**config.mk**
```make
export PLATFORM = sky130hd
export DESIGN_NAME = alu_arbiter
export DESIGN_NICKNAME = d
export VERILOG_FILES = /design/src/rtl/alu_pkg.sv /design/src/rtl/rr_arbiter.sv /design/src/rtl/alu_arbiter.sv
export SDC_FILE = /design/constraint.sdc
export NUM_CORES = 1
export LEC_CHECK = 0
export CORE_MARGIN = 10
export CORE_UTILIZATION = 35
export DETAILED_ROUTE_END_ITERATION = 8
export PLACE_DENSITY_LB_ADDON = 0.2
export SLEW_MARGIN = 20
export SYNTH_ARGS = -nofsm -noshare
export SYNTH_HDL_FRONTEND = slang
export SYNTH_HIERARCHICAL = 1
export SYNTH_SLANG_ARGS = --single-unit
export TNS_END_PERCENT = 100
```
**constraint.sdc**
```tcl
create_clock -name clk -period 3.5 [get_ports clk]
set_clock_uncertainty 0.05 [all_clocks]
set_input_delay 0.35 -clock clk [delete_from_list [all_inputs] [get_ports clk]]
set_output_delay 0.35 -clock clk [all_outputs]
set_load 0.02 [all_outputs]
```
**src/rtl/alu_pkg.sv**
```systemverilog
// Shared ALU definitions: datapath width, RISC-V funct3/funct7 encodings and arbiter FSM states.
package alu_pkg;

    localparam int XLEN = 32;

    localparam logic [2:0] F3_ADD_SUB = 3'b000;
    localparam logic [2:0] F3_SLL     = 3'b001;
    localparam logic [2:0] F3_SLT     = 3'b010;
    localparam logic [2:0] F3_SLTU    = 3'b011;
    localparam logic [2:0] F3_XOR     = 3'b100;
    localparam logic [2:0] F3_SRL_SRA = 3'b101;
    localparam logic [2:0] F3_OR      = 3'b110;
    localparam logic [2:0] F3_AND     = 3'b111;

    localparam logic [6:0] F7_BASE = 7'h00;
    localparam logic [6:0] F7_ALT  = 7'h20;

    typedef enum logic [1:0] {
        IDLE,
        WAIT,
        RESP
    } alu_arb_state_e;

endpackage

```
**src/rtl/rr_arbiter.sv**
```systemverilog
// Combinational round-robin grant: first requester at or after ptr, wrapping modulo N.
module rr_arbiter #(
    parameter int N  = 2,
    parameter int IW = (N > 1) ? $clog2(N) : 1
) (
    input  logic [N-1:0]  req,
    input  logic [IW-1:0] ptr,
    output logic [N-1:0]  gnt,
    output logic [IW-1:0] idx,
    output logic          any
);

    logic [IW:0]   sum;
    logic [IW-1:0] cand;

    always_comb begin
        gnt  = '0;
        idx  = '0;
        any  = 1'b0;
        sum  = '0;
        cand = '0;
        for (int off = 0; off < N; off++) begin
            sum = {1'b0, ptr} + (IW+1)'(off);
            if (sum >= (IW+1)'(N))
                sum = sum - (IW+1)'(N);
            cand = sum[IW-1:0];
            if (!any && req[cand]) begin
                any       = 1'b1;
                gnt[cand] = 1'b1;
                idx       = cand;
            end
        end
    end

endmodule

```
**src/rtl/alu_arbiter.sv**
```systemverilog
// Shares one execute-stage ALU between NREQ requesters, one operation in flight,
// round-robin accept, response held until the owning requester takes it.
module alu_arbiter #(
    parameter int XLEN    = alu_pkg::XLEN,
    parameter int NREQ    = 2,
    parameter int ALU_LAT = 1
) (
    input  logic                      clk,
    input  logic                      rst,
    input  logic [NREQ-1:0]           req_valid,
    output logic [NREQ-1:0]           req_ready,
    input  logic [NREQ-1:0][XLEN-1:0] req_rs1,
    input  logic [NREQ-1:0][XLEN-1:0] req_rs2,
    input  logic [NREQ-1:0][2:0]      req_funct3,
    input  logic [NREQ-1:0][6:0]      req_funct7,
    output logic [NREQ-1:0]           rsp_valid,
    input  logic [NREQ-1:0]           rsp_ready,
    output logic [XLEN-1:0]           rsp_rd,
    output logic                      rsp_z,
    output logic [XLEN-1:0]           alu_rs1,
    output logic [XLEN-1:0]           alu_rs2,
    output logic [2:0]                alu_funct3,
    output logic [6:0]                alu_funct7,
    input  logic [XLEN-1:0]           alu_rd,
    input  logic                      alu_z,
    output logic                      busy
);
    import alu_pkg::*;

    localparam int IW = (NREQ > 1) ? $clog2(NREQ) : 1;
    localparam int CW = (ALU_LAT > 0) ? $clog2(ALU_LAT + 1) : 1;

    alu_arb_state_e state, nstate;
    logic [IW-1:0]  ptr;
    logic [IW-1:0]  owner;
    logic [CW-1:0]  cnt;

    logic [NREQ-1:0] gnt;
    logic [IW-1:0]   gidx;
    logic            gany;
    logic            accept;
    logic            wait_done;
    logic            rsp_hs;

    rr_arbiter #(.N(NREQ), .IW(IW)) u_rr (
        .req (req_valid),
        .ptr (ptr),
        .gnt (gnt),
        .idx (gidx),
        .any (gany)
    );

    // The grant is drawn only from valid requesters, so any grant in IDLE is a handshake.
    assign accept    = (state == IDLE) && gany;
    assign wait_done = (state == WAIT) && (cnt == '0);
    assign rsp_hs    = (state == RESP) && rsp_ready[owner];

    always_comb begin
        nstate = state;
        unique case (state)
            IDLE: if (accept)    nstate = WAIT;
            WAIT: if (wait_done) nstate = RESP;
            RESP: if (rsp_hs)    nstate = IDLE;
            default:             nstate = IDLE;
        endcase
    end

    always_comb begin
        req_ready = '0;
        rsp_valid = '0;
        if (state == IDLE)
            req_ready = gnt;
        if (state == RESP)
            rsp_valid[owner] = 1'b1;
        busy = (state != IDLE);
    end

    always_ff @(posedge clk or posedge rst) begin
        if (rst) begin
            state      <= IDLE;
            ptr        <= '0;
            owner      <= '0;
            cnt        <= '0;
            alu_rs1    <= '0;
            alu_rs2    <= '0;
            alu_funct3 <= '0;
            alu_funct7 <= '0;
            rsp_rd     <= '0;
            rsp_z      <= 1'b0;
        end else begin
            state <= nstate;
            if (accept) begin
                alu_rs1    <= req_rs1[gidx];
                alu_rs2    <= req_rs2[gidx];
                alu_funct3 <= req_funct3[gidx];
                alu_funct7 <= req_funct7[gidx];
                owner      <= gidx;
                cnt        <= CW'(ALU_LAT);
                ptr        <= (gidx == IW'(NREQ - 1)) ? '0 : gidx + 1'b1;
            end else if ((state == WAIT) && (cnt != '0)) begin
                cnt <= cnt - 1'b1;
            end
            if (wait_done) begin
                rsp_rd <= alu_rd;
                rsp_z  <= alu_z;
            end
        end
    end

endmodule

```
; ---- Word level (Yosys, flattened, before mapping)
; Cells that the tools add are included.
[classes]
bitwise_logic = 2
eq_ne = 5
n_shift = 0
n_addsub = 5
reduce_logical = 13
div_mod_pow = 0
mux = 37
order_cmp = 9
n_mul = 0
[ops]
columns = operator, n
row1 = two-way mux 32 bit, 4
row2 = two-way mux 1 bit, 18
row3 = two-way mux 2 bit, 7
row4 = two-way mux 7 bit, 2
row5 = logical AND 1 bit, 8
row6 = less-than comparator 1 x 2 -> 1 bit (second input constant), 4
row7 = two-way mux 3 bit, 2
row8 = != test 2 bit (second input constant), 3
row9 = one-hot mux 2 bit (3 select lines), 1
row10 = nonzero test 2 bit, 2
row11 = demux 1 bit (select 1 bit), 3
row12 = >= comparator 1 bit (second input constant), 3
row13 = AND reduction 3 bit, 1
row14 = subtractor 1 bit (second input constant), 3
row15 = adder 1 x 1 -> 2 bit (second input constant), 1
row16 = == test 2 x 1 -> 1 bit (second input constant), 1
row17 = == test 2 bit (second input constant), 1
row18 = >= comparator 1 x 2 -> 1 bit (second input constant), 1
row19 = >= comparator 2 bit (second input constant), 1
row20 = zero test 2 bit, 1
row21 = OR 2 bit, 1
row22 = adder 1 bit (second input constant), 1
row23 = zero test 1 bit, 1
row24 = inverter 1 bit, 1
[totals]
in_bits = 187
latchBits = 0
elab_cells = 81
ramBits = 0
rom_bits = 0
memories = 0
reg_bits = 112

; ---- Depth between registers and ports, before layout
; Gate-level depths: netlist of the first run.
[logic_depth]
ltp_word = 11
mapped_depth = 6

; ---- Modules after synthesis
; The synthesis of the first run kept the hierarchy.
[modules_own_cells]
columns = mod, cells_each, area_each_um2, n_inst
row1 = alu_arbiter, 334, 5128.7, 1
row2 = rr_arbiter, 5, 32.5, 1

; ---- Worst setup path before layout of the first run
; Ideal clock, no wire load.
[synth_path]
kind = reg-to-reg
from = register ptr
to = register alu_rs2[0]
path_stages_with_launch = 7
setup_time_ns = 0.125
arrival_ns = 1.640
path_buffers = 2
setup_slack_ns = 1.685
cell_sequence = dfrtp_1 inv_1 a21boi_1 buf_2 buf_2 mux2_2 mux2_2
[synth_via]
elab_chain_cells = 10
word_cells_on_any_way = 20
[synth_rtl]
columns = item, line
row1 = start: declaration, alu_arbiter.sv:34  ; logic [IW-1:0] ptr;
row2 = start signal: assignment, alu_arbiter.sv:99  ; ptr <= (gidx == IW'(NREQ - 1)) ? '0 : gidx + 1'b1;
row3 = >= comparator 1 x 2 -> 1 bit / subtractor 1 bit (equally long branches), "rr_arbiter.sv:24, rr_arbiter.sv:25"
row4 = two-way mux 1 bit, rr_arbiter.sv:24  ; if (sum >= (IW+1)'(N))
row5 = two-way mux 1 bit (implied by the code) (2 in a row), rr_arbiter.sv:27  ; if (!any && req[cand]) begin
row6 = two-way mux 1 bit, rr_arbiter.sv:27
row7 = zero test 1 bit, rr_arbiter.sv:27
row8 = logical AND 1 bit, rr_arbiter.sv:27
row9 = two-way mux 1 bit *, rr_arbiter.sv:27
row10 = named net gidx, alu_arbiter.sv:39  ; logic [IW-1:0] gidx;
row11 = two-way mux 32 bit (implied by the code) * (2 in a row), alu_arbiter.sv:94  ; alu_rs2 <= req_rs2[gidx];
row12 = end signal: assignment, alu_arbiter.sv:94
row13 = end: declaration, alu_arbiter.sv:21  ; output logic [XLEN-1:0] alu_rs2,
; Mark *: on every way through the listed nets, which the timed path passes. The rest lies on a longest branch. The select of a mux whose other input is x is not followed.
; A chain may end at the register's enable or synchronous reset.

; ---- Worst setup path in the final report of the first run
[layout_path]
from = register state[1]
to = output port req_ready[0]
[layout_via]
elab_chain_cells = 2
[layout_rtl]
columns = item, line
row1 = start: declaration, alu_arbiter.sv:33  ; alu_arb_state_e state, nstate;
row2 = start signal: assignment, alu_arbiter.sv:91  ; state <= nstate;
row3 = zero test 2 bit, alu_arbiter.sv:71  ; if (state == IDLE)
row4 = two-way mux 2 bit, alu_arbiter.sv:71
row5 = end: declaration, alu_arbiter.sv:11  ; output logic [NREQ-1:0] req_ready,
; No other way between the ends.

==> impl_metrics.json, run 1 <==
{
  "num_io_pins": 299,
  "worst_slew_margin_rel_pct": 45.80,
  "tritoncts": "yes",
  "placed_area_um2": 8314,
  "finalWorstSetupSlack_ps": 1185,
  "timing_worst_slew_pin_value_ps": 813.0,
  "cts_root_buf": "sky130_fd_sc_hd__clkbuf_16",
  "finalWorstPathRequiredPeriod_ps": 2315,
  "first_iter_violations": 103,
  "p_comb_share_pct": 55.1,
  "layout.nets": 822,
  "power_per_cell_area_nw_per_um2": 851.5,
  "final_worst_path_period_share_pct": 66.14,
  "insertedDiodeCount": 0,
  "antenna_violating_nets_post_route": 0,
  "io_buffers": 298,
  "crit_path_cell_trace": "or2_2 > nor2_1 > clkdlybuf4s50_1",
  "vias_per_cell": 4.740,
  "critical_path_peak_fanout": 7,
  "cpLargestDelayFamily": "buffers and inverters",
  "internal-power_mw": 4.658,
  "synth-seq-cells": 112,
  "cts_post_setup_buffers_inserted": 0,
  "clkLatencyLatePin_ps": 350,
  "cts_sinks": 112,
  "cts_repair_resize_count": 0,
  "netSwitchingPower_mw": 2.659,
  "dr_drc_count": 0,
  "areaGrowthSynthToFinish_pct": 66.50,
  "numCtsBuffers": 9,
  "cellLeakagePower_nw": 3.441,
  "timing.max_cap.violations": 0,
  "die_w_um": 141.4,
  "grt_setup_unrepaired": "false",
  "fin_area_um2": 8593,
  "overflow": 0,
  "dp.cells": 808,
  "fin_setup_tns_ps": 0,
  "p_seq_share_pct": 31.7,
  "hold_class": "reg -> reg",
  "critical_path_buf_inv_count": 1,
  "clock_path_buffers": 2,
  "groute.usage.overall_pct": 15.81,
  "worstSetupPathType": "reg -> out",
  "slowest_stage": "sky130_fd_sc_hd__clkdlybuf4s50_1",
  "finalMaxSlewViolations": 0,
  "cp.arrival_ps": 1910,
  "floorplan.die_area_um2": 20000,
  "status": "finished, final reports clean",
  "report.final.hold_viol_count": 0,
  "global_route_wire_length_before_repair_um": 24750,
  "grt_start_max_net_pins": 65,
  "synth_cell_type_count": 19,
  "placementRows": 44,
  "drt-total-wl_um": 16490,
  "netSwitchingFraction_pct": 36.34,
  "setup.worst_path.end_class": "primary output",
  "post_synth_instance_area_um2": 5161,
  "dr.pass1.iters": 3,
  "final-setup-viol-count": 0,
  "post_synth.cell_area_avg_um2": 15.22,
  "clock_power_share_pct": 13.2,
  "setup.worst_path.start_class": "register",
  "core_area_um2": 14480,
  "worst_path_largest_cell_delay_ps": 630,
  "critical_path_required_ps": 3100,
  "cts.reportedPaths.clkPinSlew_ps": 70,
  "wl_per_cell_um": 20.01,
  "max_clock_freq_mhz": 432.0,
  "cts_hold_repair.buffers": 0,
  "ys_warn_count": 6,
  "initial_standard_cell_utilization_of_the_core_pct": 35.65,
  "layout.core_utilization_pct": 59.35,
  "die_h_um": 141.4,
  "layout_cells_sized_above_1_pct": 32.50,
  "ir_worst_vdd_uv": 553.8,
  "grt_antenna_before_repair": 0,
  "syn-num-nets": 526,
  "clock_tree.htree_level_count": 3,
  "gpl.final_weighted_congestion": 0.7214,
  "hpwl_um": 13410,
  "routed-via-count": 3906,
  "post_syn_instances": 339,
  "synth.yosys.seq_area_share_pct": 54.30,
  "dp_worst_setup_slack_ps": 1046,
  "stdcell_count": 824,
  "via_count_of_the_first_global_routing_pass": 4295
}
## synth_stat cells (all sizes together)
| cell | number | area [um^2] |
|---|---|---|
| nor2 | 5 | 18.77 |
| dfrtp | 112 | 2803 |
| mux2i | 2 | 20.02 |
| o21bai | 1 | 7.510 |
| or2 | 2 | 12.52 |
| nor3b | 2 | 31.28 |
| a21boi | 3 | 22.52 |
| nor2b | 1 | 6.260 |
| buf | 19 | 137.6 |
| nand2b | 1 | 6.260 |
| a2bb2oi | 1 | 8.760 |
| mux2 | 183 | 2061 |
| inv | 7 | 26.28 |
## logic make-up (layout without fill, tap and decap cells)
family	count (synthesis)	in the layout	synth area share, %
DFF	112	112	54.30
AOI/OAI and AO/OA	5	5	0.7516
muxes	185	185	40.32
buffers and inverters	26	327	3.176
and+or+nand+nor	11	11	1.455
## registers in the layout (all words and copies together) (netlist names)
| signal | flops |
|---|---|
| owner | 1 |
| ptr | 1 |
| rsp_rd | 32 |
| cnt | 1 |
| rsp_z | 1 |
| alu_funct3 | 3 |
| alu_rs2 | 32 |
| alu_rs1 | 32 |
| alu_funct7 | 7 |
| state | 2 |
## layer usage
metal  track usage [%]  routed length, um  up-vias
li1                  -                  -     1797
met1             16.73               6200     1902
met2             26.38               7940      194
met3             8.578               2141       13
met4             5.110                208        0
met5                 0                  0        -
## power by group through the flow
stage	combinational [mW]	sequential [mW]	clock [mW]
2_1_floorplan	1.42	3.12	0
3_3_place_gp	4.04	2.32	0
3_5_place_dp	4.10	2.35	0
4_1_cts	4.11	2.33	1.00
5_1_grt	4.27	2.42	1.05
6_report	4.03	2.32	0.965
## cells in the final DEF, fill, tap and decap left out, types with 3 or more instances in the layout
cell and instances:
sky130_fd_sc_hd__buf_4 5, sky130_fd_sc_hd__dfrtp_1 112, sky130_fd_sc_hd__clkinv_4 3, sky130_fd_sc_hd__nor2_1 5, sky130_fd_sc_hd__clkdlybuf4s50_1 298, sky130_fd_sc_hd__inv_1 6
sky130_fd_sc_hd__clkbuf_16 9, sky130_fd_sc_hd__mux2_2 181
## final timing paths
check                                       start                       to  slack [ps]  cells after the start
min                        rsp_rd[23]$_DFFE_PP0P_   rsp_rd[23]$_DFFE_PP0P_         440                      1
max                          state[1]$_DFFE_PP0P_             req_ready[0]        1190                      3
min reg2reg                rsp_rd[23]$_DFFE_PP0P_   rsp_rd[23]$_DFFE_PP0P_         440                      1
min in group asynchronous                     rst   alu_rs2[0]$_DFFE_PP0P_         450                      2
max reg2reg                       ptr$_DFFE_PP0P_  alu_rs2[14]$_DFFE_PP0P_        1530                      5
max in group asynchronous                     rst   rsp_rd[23]$_DFFE_PP0P_        2210                      3
## layout make-up
| class | count | area, um^2 |
|---|---|---|
| clock buffer | 9 | 225.2 |
| multi-input combinational | 201 | 2212 |
| timing repair buffer | 304 | 3040 |
| tap | 184 | 230.2 |
| fill | 1210 | 5886 |
| inverter | 7 | 28.78 |
| sequential | 112 | 2803 |
| clock inverter | 7 | 53.80 |
## per-stage QoR
step	hold slack, ps	total power, mW
floorplan	434.7	4.540
global placement	422.0	6.362
detailed placement	428.9	6.458
CTS	444.6	7.449
global route	464.4	7.747
finish	438.0	7.317
(Power assumes the default switching activity.)
==> inputs of run 2 (changes only) <==
Clock period 3.5 ns to 1.9 ns, I/O delays scaled along.
==> impl_metrics.json, run 2 (same netlist as run 1, synthesis figures left out) <==
{
  "layout.core_utilization_pct": 60.41,
  "die_w_um": 141.4,
  "final_worst_path_period_share_pct": 94.99,
  "placementRows": 44,
  "dp_worst_setup_slack_ps": -228.0,
  "final.fill_count": 1173,
  "placed_area_um2": 8421,
  "areaGrowthSynthToFinish_pct": 69.48,
  "fin_setup_tns_ps": 0,
  "tritoncts": "yes",
  "finalWorstPathRequiredPeriod_ps": 1805,
  "clkLatencyLatePin_ps": 340,
  "setup.worst_path.end_class": "register",
  "hpwl_um": 13590,
  "cp.arrival_ps": 1980,
  "cts_root_buf": "sky130_fd_sc_hd__clkbuf_16",
  "status": "finished, final reports clean",
  "stdcell_count": 830,
  "antenna_violating_nets_post_route": 0,
  "overflow": 0,
  "dr_drc_count": 0,
  "final_common_cell": "sky130_fd_sc_hd__clkdlybuf4s50_1",
  "wl_per_cell_um": 20.16,
  "cts_sinks": 112,
  "insertedDiodeCount": 0,
  "io_buffers": 298,
  "clock_tree.htree_level_count": 3,
  "dp.cells": 814,
  "numCtsBuffers": 9,
  "gpl.final_weighted_congestion": 0.7897,
  "cts_post_setup_buffers_inserted": 0,
  "final_cell_mix": "sky130_fd_sc_hd__clkdlybuf4s50_1, sky130_fd_sc_hd__mux2_2, sky130_fd_sc_hd__dfrtp_1, sky130_fd_sc_hd__clkbuf_16, sky130_fd_sc_hd__buf_4",
  "drt-total-wl_um": 16730,
  "timing_worst_slew_pin_value_ps": 465.9,
  "via_count_of_the_first_global_routing_pass": 4381,
  "global_route_wire_length_before_repair_um": 25270,
  "worstSetupPathType": "reg -> reg",
  "critical_path_peak_fanout": 44,
  "vias_per_cell": 4.720,
  "grt_antenna_before_repair": 0,
  "finalWorstSetupSlack_ps": 95.17,
  "layout_cells_sized_above_1_pct": 33.28,
  "num_io_pins": 299,
  "cellLeakagePower_nw": 3.524,
  "report.final.hold_viol_count": 0,
  "timing.max_cap.violations": 0,
  "ir_worst_vdd_uv": 715.6,
  "die_h_um": 141.4,
  "initial_standard_cell_utilization_of_the_core_pct": 35.65,
  "first_iter_violations": 125,
  "routed-via-count": 3918,
  "layout.nets": 828,
  "final-setup-viol-count": 0,
  "fin_worst_hold_slack_ps": 163.4,
  "reg2reg_setup_slack_ps": 100,
  "cts.reportedPaths.clkPinSlew_ps": 70,
  "floorplan.die_area_um2": 20000,
  "grt_setup_unrepaired": "false",
  "worst_slew_margin_rel_pct": 68.87,
  "hold_class": "in -> async",
  "max_clock_freq_mhz": 554.1,
  "clock_path_buffers": 2,
  "power_per_cell_area_nw_per_um2": 1585,
  "setup.worst_path.start_class": "register",
  "dr.pass1.iters": 3,
  "fin_area_um2": 8747,
  "groute.usage.overall_pct": 16.06,
  "critical_path_required_ps": 2080,
  "core_area_um2": 14480,
  "largest_registers": "alu_rs1: 32 flops, alu_rs2: 32 flops, rsp_rd: 32 flops",
  "finalMaxSlewViolations": 0,
  "grt_start_max_net_pins": 49,
  "power.total_mw": 13.86
}
## run 2: area by class of cell
type | count | area (um^2) | share of cell area [%]
clock buffers | 9 | 225.2 | 2.575
clock inverters | 7 | 102.6 | 1.173
inverters | 7 | 30.03 | 0.3433
multi-input cells | 201 | 2212 | 25.29
flip-flops and latches | 112 | 2803 | 32.04
well taps | 184 | 230.2 | 2.632
repair buffers | 310 | 3144 | 35.95
## run 2: repair_timing
item,in CTS,in global routing
hold buffers,0,0
gates resized for setup,3,1
endpoints found under the setup margin,3,1
## run 2: worst max-delay path, stage by stage (launching register included)
cell	delay (ps)
sky130_fd_sc_hd__dfrtp_1	370
sky130_fd_sc_hd__inv_1	90
sky130_fd_sc_hd__a21boi_4	240
sky130_fd_sc_hd__buf_12	280
sky130_fd_sc_hd__mux2_2	390
sky130_fd_sc_hd__mux2_2	260
## run 2: per-layer routing
layer / vias to the layer above / part of all wire [%] / track usage [%]
met5: - / 0 / 0
met4: 0 / 1.5 / 5.164
met3: 15 / 11 / 7.610
met2: 184 / 49 / 26.92
met1: 1903 / 38 / 17.59
li1: 1816 / - / -
## run 2: report_power, final
group          switching (mW)  internal (mW)  leakage (nW)
Clock                   0.876           1.17         0.157
Combinational            3.40           4.15          2.05
Sequential              0.631           3.63          1.31
Total                    4.91           8.95          3.52
## run 2: final timing paths
check | to | from | cells past startpoint
worst max-delay path | alu_rs1[27]$_DFFE_PP0P_ | ptr$_DFFE_PP0P_ | 5
worst min-delay path | alu_rs2[9]$_DFFE_PP0P_ | rst | 2
worst max register to register | alu_rs1[27]$_DFFE_PP0P_ | ptr$_DFFE_PP0P_ | 5
worst min register to register | rsp_rd[27]$_DFFE_PP0P_ | rsp_rd[27]$_DFFE_PP0P_ | 1
max in group asynchronous | alu_rs1[8]$_DFFE_PP0P_ | rst | 3
min in group clk | rsp_rd[27]$_DFFE_PP0P_ | alu_rd[27] | 2
